[src/rtl/noc_alloc_pkg.sv]
// Shared definitions for the NoC switch allocator: the flit-type field width,
// the flit type encodings and the arbitration policy selectors.
package noc_alloc_pkg;

  localparam int FTYPE_W = 2;

  typedef enum logic [1:0] {
    ENC_HEAD = 2'd0,
    ENC_PAYL = 2'd1,
    ENC_TAIL = 2'd2,
    ENC_SING = 2'd3
  } ftype_e;

  localparam int POL_RR    = 0;
  localparam int POL_FIXED = 1;

endpackage

[src/rtl/noc_rr_arbiter.sv]
// One-hot arbiter for the switch allocator.
//  req   in   N  requesting inputs
//  prio  in   N  one-hot round-robin pointer (ignored for fixed priority)
//  grant out  N  one-hot grant, zero when nothing requests
// Round-robin picks the first requester at or after prio, wrapping around.
// Fixed priority picks the lowest-index requester.
module noc_rr_arbiter
  import noc_alloc_pkg::*;
#(
  parameter int N      = 3,
  parameter int POLICY = POL_RR
) (
  input  logic [N-1:0] req,
  input  logic [N-1:0] prio,
  output logic [N-1:0] grant
);

  generate
    if (POLICY == POL_FIXED) begin : g_fixed
      logic unused_prio_s;
      assign unused_prio_s = ^prio;
      // Isolate the lowest set request bit.
      assign grant = req & (~req + N'(1));
    end else begin : g_rr
      logic [2*N-1:0] dbl_req_s;
      logic [2*N-1:0] dbl_gnt_s;
      // Subtracting the pointer from the doubled request vector clears the
      // first requester at or above the pointer; folding the halves handles
      // the wrap-around.
      assign dbl_req_s = {req, req};
      assign dbl_gnt_s = dbl_req_s & ~(dbl_req_s - {{N{1'b0}}, prio});
      assign grant     = dbl_gnt_s[N-1:0] | dbl_gnt_s[2*N-1:N];
    end
  endgenerate

endmodule

[src/rtl/noc_switch_allocator_param.sv]
// Per-output-port switch allocator (one instance per output port).
//  clk           in   1              clock
//  rst           in   1              synchronous reset, active-high
//  which_port    in   PORT_ID_W      ID of the output port served here
//  flit_in       in   NUM_IN*FLIT_W  input flits, input i at [i*FLIT_W +: FLIT_W]
//  valid_in      in   NUM_IN         per-input flit valid
//  busy_in       in   1              downstream buffer cannot accept
//  select        out  NUM_IN         one-hot (or zero) crossbar select
//  valid_out     out  1              a flit is presented on this output
//  nack_out      out  NUM_IN         input wanted this port but was not accepted
//  shift_ctl     out  1              head/single granted; trim one route field
//  hold_timeout  out  1              one-cycle pulse when the watchdog drops a lock
// Heads and singles addressed to this port compete when no packet holds the
// output; a granted head locks the output to its input until its tail is
// accepted. With HOLD_MAX>0 a lock whose owner stays silent for HOLD_MAX
// cycles is dropped.
module noc_switch_allocator_param
  import noc_alloc_pkg::*;
#(
  parameter int NUM_IN    = 3,
  parameter int FLIT_W    = 80,
  parameter int PORT_ID_W = 3,
  parameter int POLICY    = POL_RR,
  parameter int HOLD_MAX  = 0
) (
  input  logic                     clk,
  input  logic                     rst,
  input  logic [PORT_ID_W-1:0]     which_port,
  input  logic [NUM_IN*FLIT_W-1:0] flit_in,
  input  logic [NUM_IN-1:0]        valid_in,
  input  logic                     busy_in,
  output logic [NUM_IN-1:0]        select,
  output logic                     valid_out,
  output logic [NUM_IN-1:0]        nack_out,
  output logic                     shift_ctl,
  output logic                     hold_timeout
);

  localparam int                CNT_W     = (HOLD_MAX > 0) ? $clog2(HOLD_MAX + 1) : 1;
  localparam logic [CNT_W-1:0]  CNT_LAST  = (HOLD_MAX > 0) ? CNT_W'(HOLD_MAX - 1) : {CNT_W{1'b0}};
  localparam logic              WD_EN     = (HOLD_MAX > 0) ? 1'b1 : 1'b0;
  localparam logic [NUM_IN-1:0] PRIO_RST  = NUM_IN'(1);

  logic [NUM_IN-1:0] is_head_s, is_tail_s, is_sing_s, request_s;
  logic [NUM_IN-1:0] grant_s, want_s, accept_s, lock_next_s;
  logic [NUM_IN-1:0] prio_rot_s, prio_next_s;
  logic [NUM_IN-1:0] lock_r, prio_r;
  logic [CNT_W-1:0]  hold_cnt_r, hold_cnt_next_s;
  logic              hold_timeout_r;
  logic              avail_s, owner_acc_s, idle_s, fire_s;
  logic              unused_flit_s;

  // Payload bits beyond the type/destination fields are not inspected here.
  assign unused_flit_s = ^flit_in;

  genvar gi;
  generate
    for (gi = 0; gi < NUM_IN; gi++) begin : g_dec
      logic [FTYPE_W-1:0]   ftype_s;
      logic [PORT_ID_W-1:0] dest_s;
      assign ftype_s       = flit_in[gi*FLIT_W +: FTYPE_W];
      assign dest_s        = flit_in[gi*FLIT_W+FTYPE_W +: PORT_ID_W];
      assign is_head_s[gi] = (ftype_s == ENC_HEAD);
      assign is_tail_s[gi] = (ftype_s == ENC_TAIL);
      assign is_sing_s[gi] = (ftype_s == ENC_SING);
      assign request_s[gi] = valid_in[gi] & (is_head_s[gi] | is_sing_s[gi]) &
                             (dest_s == which_port);
    end
  endgenerate

  // New packets are only arbitrated while the output is unlocked and free.
  assign avail_s = (lock_r == {NUM_IN{1'b0}}) & ~busy_in;

  noc_rr_arbiter #(
    .N      (NUM_IN),
    .POLICY (POLICY)
  ) u_arb (
    .req   ({NUM_IN{avail_s}} & request_s),
    .prio  (prio_r),
    .grant (grant_s)
  );

  assign want_s       = (request_s | lock_r) & valid_in;
  assign accept_s     = want_s & (grant_s | lock_r) & {NUM_IN{~busy_in}};
  assign select       = grant_s | (lock_r & valid_in);
  assign nack_out     = want_s & ~accept_s;
  assign valid_out    = (|(lock_r & valid_in)) | ((|request_s) & (lock_r == {NUM_IN{1'b0}}));
  assign shift_ctl    = |grant_s;
  assign hold_timeout = hold_timeout_r;

  // Lock follows a granted head and opens once the owner's tail is accepted.
  assign lock_next_s = (grant_s & is_head_s) | (lock_r & ~(is_tail_s & accept_s));

  // Watchdog: the lock is idle when held but the owner delivered nothing.
  assign owner_acc_s = |(lock_r & accept_s);
  assign idle_s      = (|lock_r) & ~owner_acc_s;
  assign fire_s      = WD_EN & idle_s & (hold_cnt_r == CNT_LAST);

  // Next round-robin pointer: the input after the granted one.
  always_comb begin
    prio_rot_s = {NUM_IN{1'b0}};
    for (int i = 0; i < NUM_IN; i++) begin
      prio_rot_s[(i + 1) % NUM_IN] = grant_s[i];
    end
    if ((POLICY == POL_RR) && (|grant_s)) begin
      prio_next_s = prio_rot_s;
    end else begin
      prio_next_s = prio_r;
    end
  end

  // Idle-lock counter advances only while the lock is held and silent.
  always_comb begin
    hold_cnt_next_s = {CNT_W{1'b0}};
    if (WD_EN && idle_s && !fire_s) begin
      hold_cnt_next_s = hold_cnt_r + CNT_W'(1);
    end else begin
      hold_cnt_next_s = {CNT_W{1'b0}};
    end
  end

  // State registers; a watchdog release overrides the normal lock update.
  always_ff @(posedge clk) begin
    if (rst) begin
      lock_r         <= {NUM_IN{1'b0}};
      prio_r         <= PRIO_RST;
      hold_cnt_r     <= {CNT_W{1'b0}};
      hold_timeout_r <= 1'b0;
    end else begin
      lock_r         <= fire_s ? {NUM_IN{1'b0}} : lock_next_s;
      prio_r         <= prio_next_s;
      hold_cnt_r     <= hold_cnt_next_s;
      hold_timeout_r <= fire_s;
    end
  end

endmodule

[config.mk]
export PLATFORM = sky130hd
export DESIGN_NAME = noc_switch_allocator_param
export DESIGN_NICKNAME = d
export VERILOG_FILES = /design/src/rtl/noc_alloc_pkg.sv /design/src/rtl/noc_rr_arbiter.sv /design/src/rtl/noc_switch_allocator_param.sv
export SDC_FILE = /design/constraint.sdc
export NUM_CORES = 1
export LEC_CHECK = 0
export ABC_AREA = 1
export CORE_AREA = 2 2 100 102
export CTS_CLUSTER_SIZE = 24
export DETAILED_ROUTE_END_ITERATION = 6
export DIE_AREA = 0 0 102 104
export HOLD_SLACK_MARGIN = 0.15
export SLEW_MARGIN = 40
export SYNTH_ARGS = -nofsm -noshare
export SYNTH_HDL_FRONTEND = slang
export SYNTH_SLANG_ARGS = --single-unit
[constraint.sdc]
create_clock -name clk -period 3.6 [get_ports clk]
set_input_delay 0.9 -clock clk [delete_from_list [all_inputs] [get_ports clk]]
set_output_delay 0.9 -clock clk [all_outputs]
set_load 0.01 [all_outputs]
==> results of run 1 <==
power by group through the flow:
stage	clock network, mW	logic [mW]	registers (mW)
floorplan	0	0.0550	0.0697
global placement	0	0.110	0.0700
detailed placement	0	0.112	0.0701
CTS	0.109	0.144	0.0691
global route	0.114	0.155	0.0693
finish	0.105	0.144	0.0693
per-stage QoR:
| stage | TNS (ns) | setup slack [ns] |
|---|---|---|
| floorplan | 0 | 0.0228 |
| global route | -0.568 | -0.137 |
| detailed placement | -7.15 | -1.04 |
| finish | -0.0734 | -0.0326 |
| global placement | -6.67 | -0.958 |
| CTS | -0.521 | -0.137 |
cell type report:
cell class | count | share of cell area, %
clock buffer | 3 | 2.37
multi-input combinational | 94 | 45.4
timing repair buffer | 63 | 29.3
tap | 133 | 9.54
sequential | 6 | 6.89
inverter | 28 | 6.46
cells by family (layout without fill, tap and decap cells):
kind of cell / count (synthesis) / count (layout) / share of synthesized area (%)
AO/OA/AOI/OAI: 19 / 19 / 14.7
XOR/XNOR: 2 / 2 / 2.08
adder cells (fa/ha/maj): 9 / 9 / 14.2
buffers and inverters: 29 / 94 / 13.4
other: 1 / 1 / 0.445
AND/OR/NAND/NOR: 63 / 63 / 41.0
flip-flops: 6 / 6 / 14.2
worst max-delay path: stages:
cell and delay (ns):
buf_8 0.10, inv_4 0.05, ha_4 0.19, inv_2 0.04
o211ai_1 0.07, nor2_1 0.09, nand2_1 0.10, nor2_4 0.13
ha_4 0.23, a21o_1 0.19, a21oi_2 0.13, nand3_2 0.09
nand2_2 0.10, nand2_4 0.07, nand2_4 0.06, a21boi_2 0.05
buf_2 0.14
synth_stat cells, drive strengths merged (2+ instances only):
cell / instances
a21boi: 3
a21oi: 9
dfxtp: 6
ha: 8
inv: 28
nand2: 39
nand3: 12
nor2: 11
o21ai: 3
xor2: 2
per-layer routing:
layer  GRT usage (%)  up-vias  wire length (um)
met5               0        -                 0
met4            2.48        0                79
li1                -      533                 -
met2            12.7       32              1890
met1            7.06      500              1310
met3            1.41        8               140
flip-flops by register name (all words and copies together), names as in the netlist:
name / cells
lock_r: 3
prio_r: 3
worst paths after layout:
path                                    from           to  slack, ns  cells past startpoint
worst min-delay path               lock_r[0]    lock_r[0]       0.48                      2
worst max-delay path            flit_in[161]  nack_out[2]      -0.03                     17
worst min register to register     lock_r[0]    lock_r[0]       0.48                      2
worst max register to register     lock_r[1]    prio_r[1]       1.30                     16
timing repair:
item | 4_1_cts | 5_1_grt
buffers inserted | 17 | 1
resized for setup | 122 | 11
hold buffers | 0 | 0
endpoints found under the setup margin | 8 | 8
pin swaps | 35 | 19
cell usage in the layout (no fill, tap or decap), types with 6 or more instances in the layout:
cell type	n
buf_4	29
nand2_1	22
inv_2	15
dlygate4sd2_1	13
nand2_2	12
inv_1	10
buf_2	8
nor2_4	7
nand3_1	7
a21oi_1	6
buf_6	6
dfxtp_1	6
==> results_dict.tcl, run 1 <==
set metrics [dict create \
    critPathMaxFanout 4 \
    rsz0062_at_grt "yes" \
    hold_path.class "reg2reg" \
    die_w_um 102 \
    syn_nets 387 \
    design.core.area_sq_um 9550 \
    fin_hold_ws_ns 0.477 \
    placed_area_sq_um 1440 \
    hold_violations 0 \
    drtIter0Drc 32 \
    placedCellCount 306 \
    pin_count 258 \
    yosys_most_used_dff "dfxtp_1" \
    period_needed_ns 3.63 \
    clkLatencyLatePin_ns 0.23 \
    drt-total-wl_um 3430 \
    finalSetupViolCount 3 \
    syn_area_sq_um 843 \
    regArea_sq_um 120 \
    power.clock.fraction_pct 32.9 \
    syn_inst 129 \
    gr-usage-all-layers_pct 6.72 \
    power_density_nw_per_um2 182 \
    drc 0 \
    design_area_sq_um 1740 \
    cts_max_path_buffers 2 \
    p_sw_share_pct 33.1 \
    grt_max_degree 7 \
    max_cap_viol_count 0 \
    postSynth.asyncResetShare_pct 0 \
    multi_input_area_sq_um 792 \
    ys_warn_count 0 \
    cts_num_sinks 6 \
    routabilityCongestion 0.860 \
    power.total_mw 0.318 \
    cp.arrival_ns 2.73 \
    p_int_mw 0.212 \
    status "complete, but fails checks" \
    ant_nets 0 \
    clk_pin_slew_ns 0.04 \
    place_hpwl_um 2630 \
    p_seq_share_pct 21.8 \
    critPathKind "in2out" \
    final_nets 454 \
    antenna_found_initial 0 \
    routed-via-count 1073 \
    start_util_pct 8.83 \
    via_per_inst 3.28 \
    first_pass_iters 4 \
    antenna_cells 0 \
    die_h_um 104 \
    yosysTopAreaCell "dfxtp_1" \
    synth_seq_cells 6 \
    fill_cells 1101 \
    grt_pass1_vias 1161 \
    p_sw_mw 0.105 \
    grt_pass1_wl_um 5530 \
    worst_setup_path_start_kind "primary input" \
    power_frac_comb_pct 45.3 \
    yosysTopAreaCellShare_pct 14.2 \
    stdcell_count 327 \
    cts_made_buffers 3 \
    timing.final.ws_setup_ns -0.0326 \
    maxSlewViolCount 0 \
    synth.avg_cell_area_sq_um 6.54 \
    vdd_drop_max_mv 0.0727 \
    htree_levels 1 \
    endpoint_kind "primary output" \
    fmax_mhz 275 \
    finalCritPeriodShare_pct 101 \
    cts_tree "done" \
    drive_gt1_share_pct 58.8 \
    synth.distinct_cells 29 \
    numPortBuffers 31 \
    dieArea_sq_um 10600 \
    syn_to_final_growth_pct 107 \
    synth_area_leaders "dfxtp_1, nand2_1, ha_1, inv_1, nand3_1" \
    p_leak_nw 0.846 \
    worstPathRequired_ns 2.70 \
    violations "setup timing" \
    routedWlPerCell_um 10.5 \
    fin_worst_skew_ns 0.00188 \
    ys_seq_area_share_pct 14.2 \
    cts-root-buf "clkbuf_8" \
    synth_edf_count 0 \
    fin_util_pct 18.3 \
    grt_overflow 0 \
    rows 36 \
]
(Power assumes the default switching activity.)
==> run 2: changes to the inputs <==
Settings changed: CTS_CLUSTER_DIAMETER from default to 50.
==> results of run 2 <==
Final layout, timing and power as in run 1 (identical DEF).
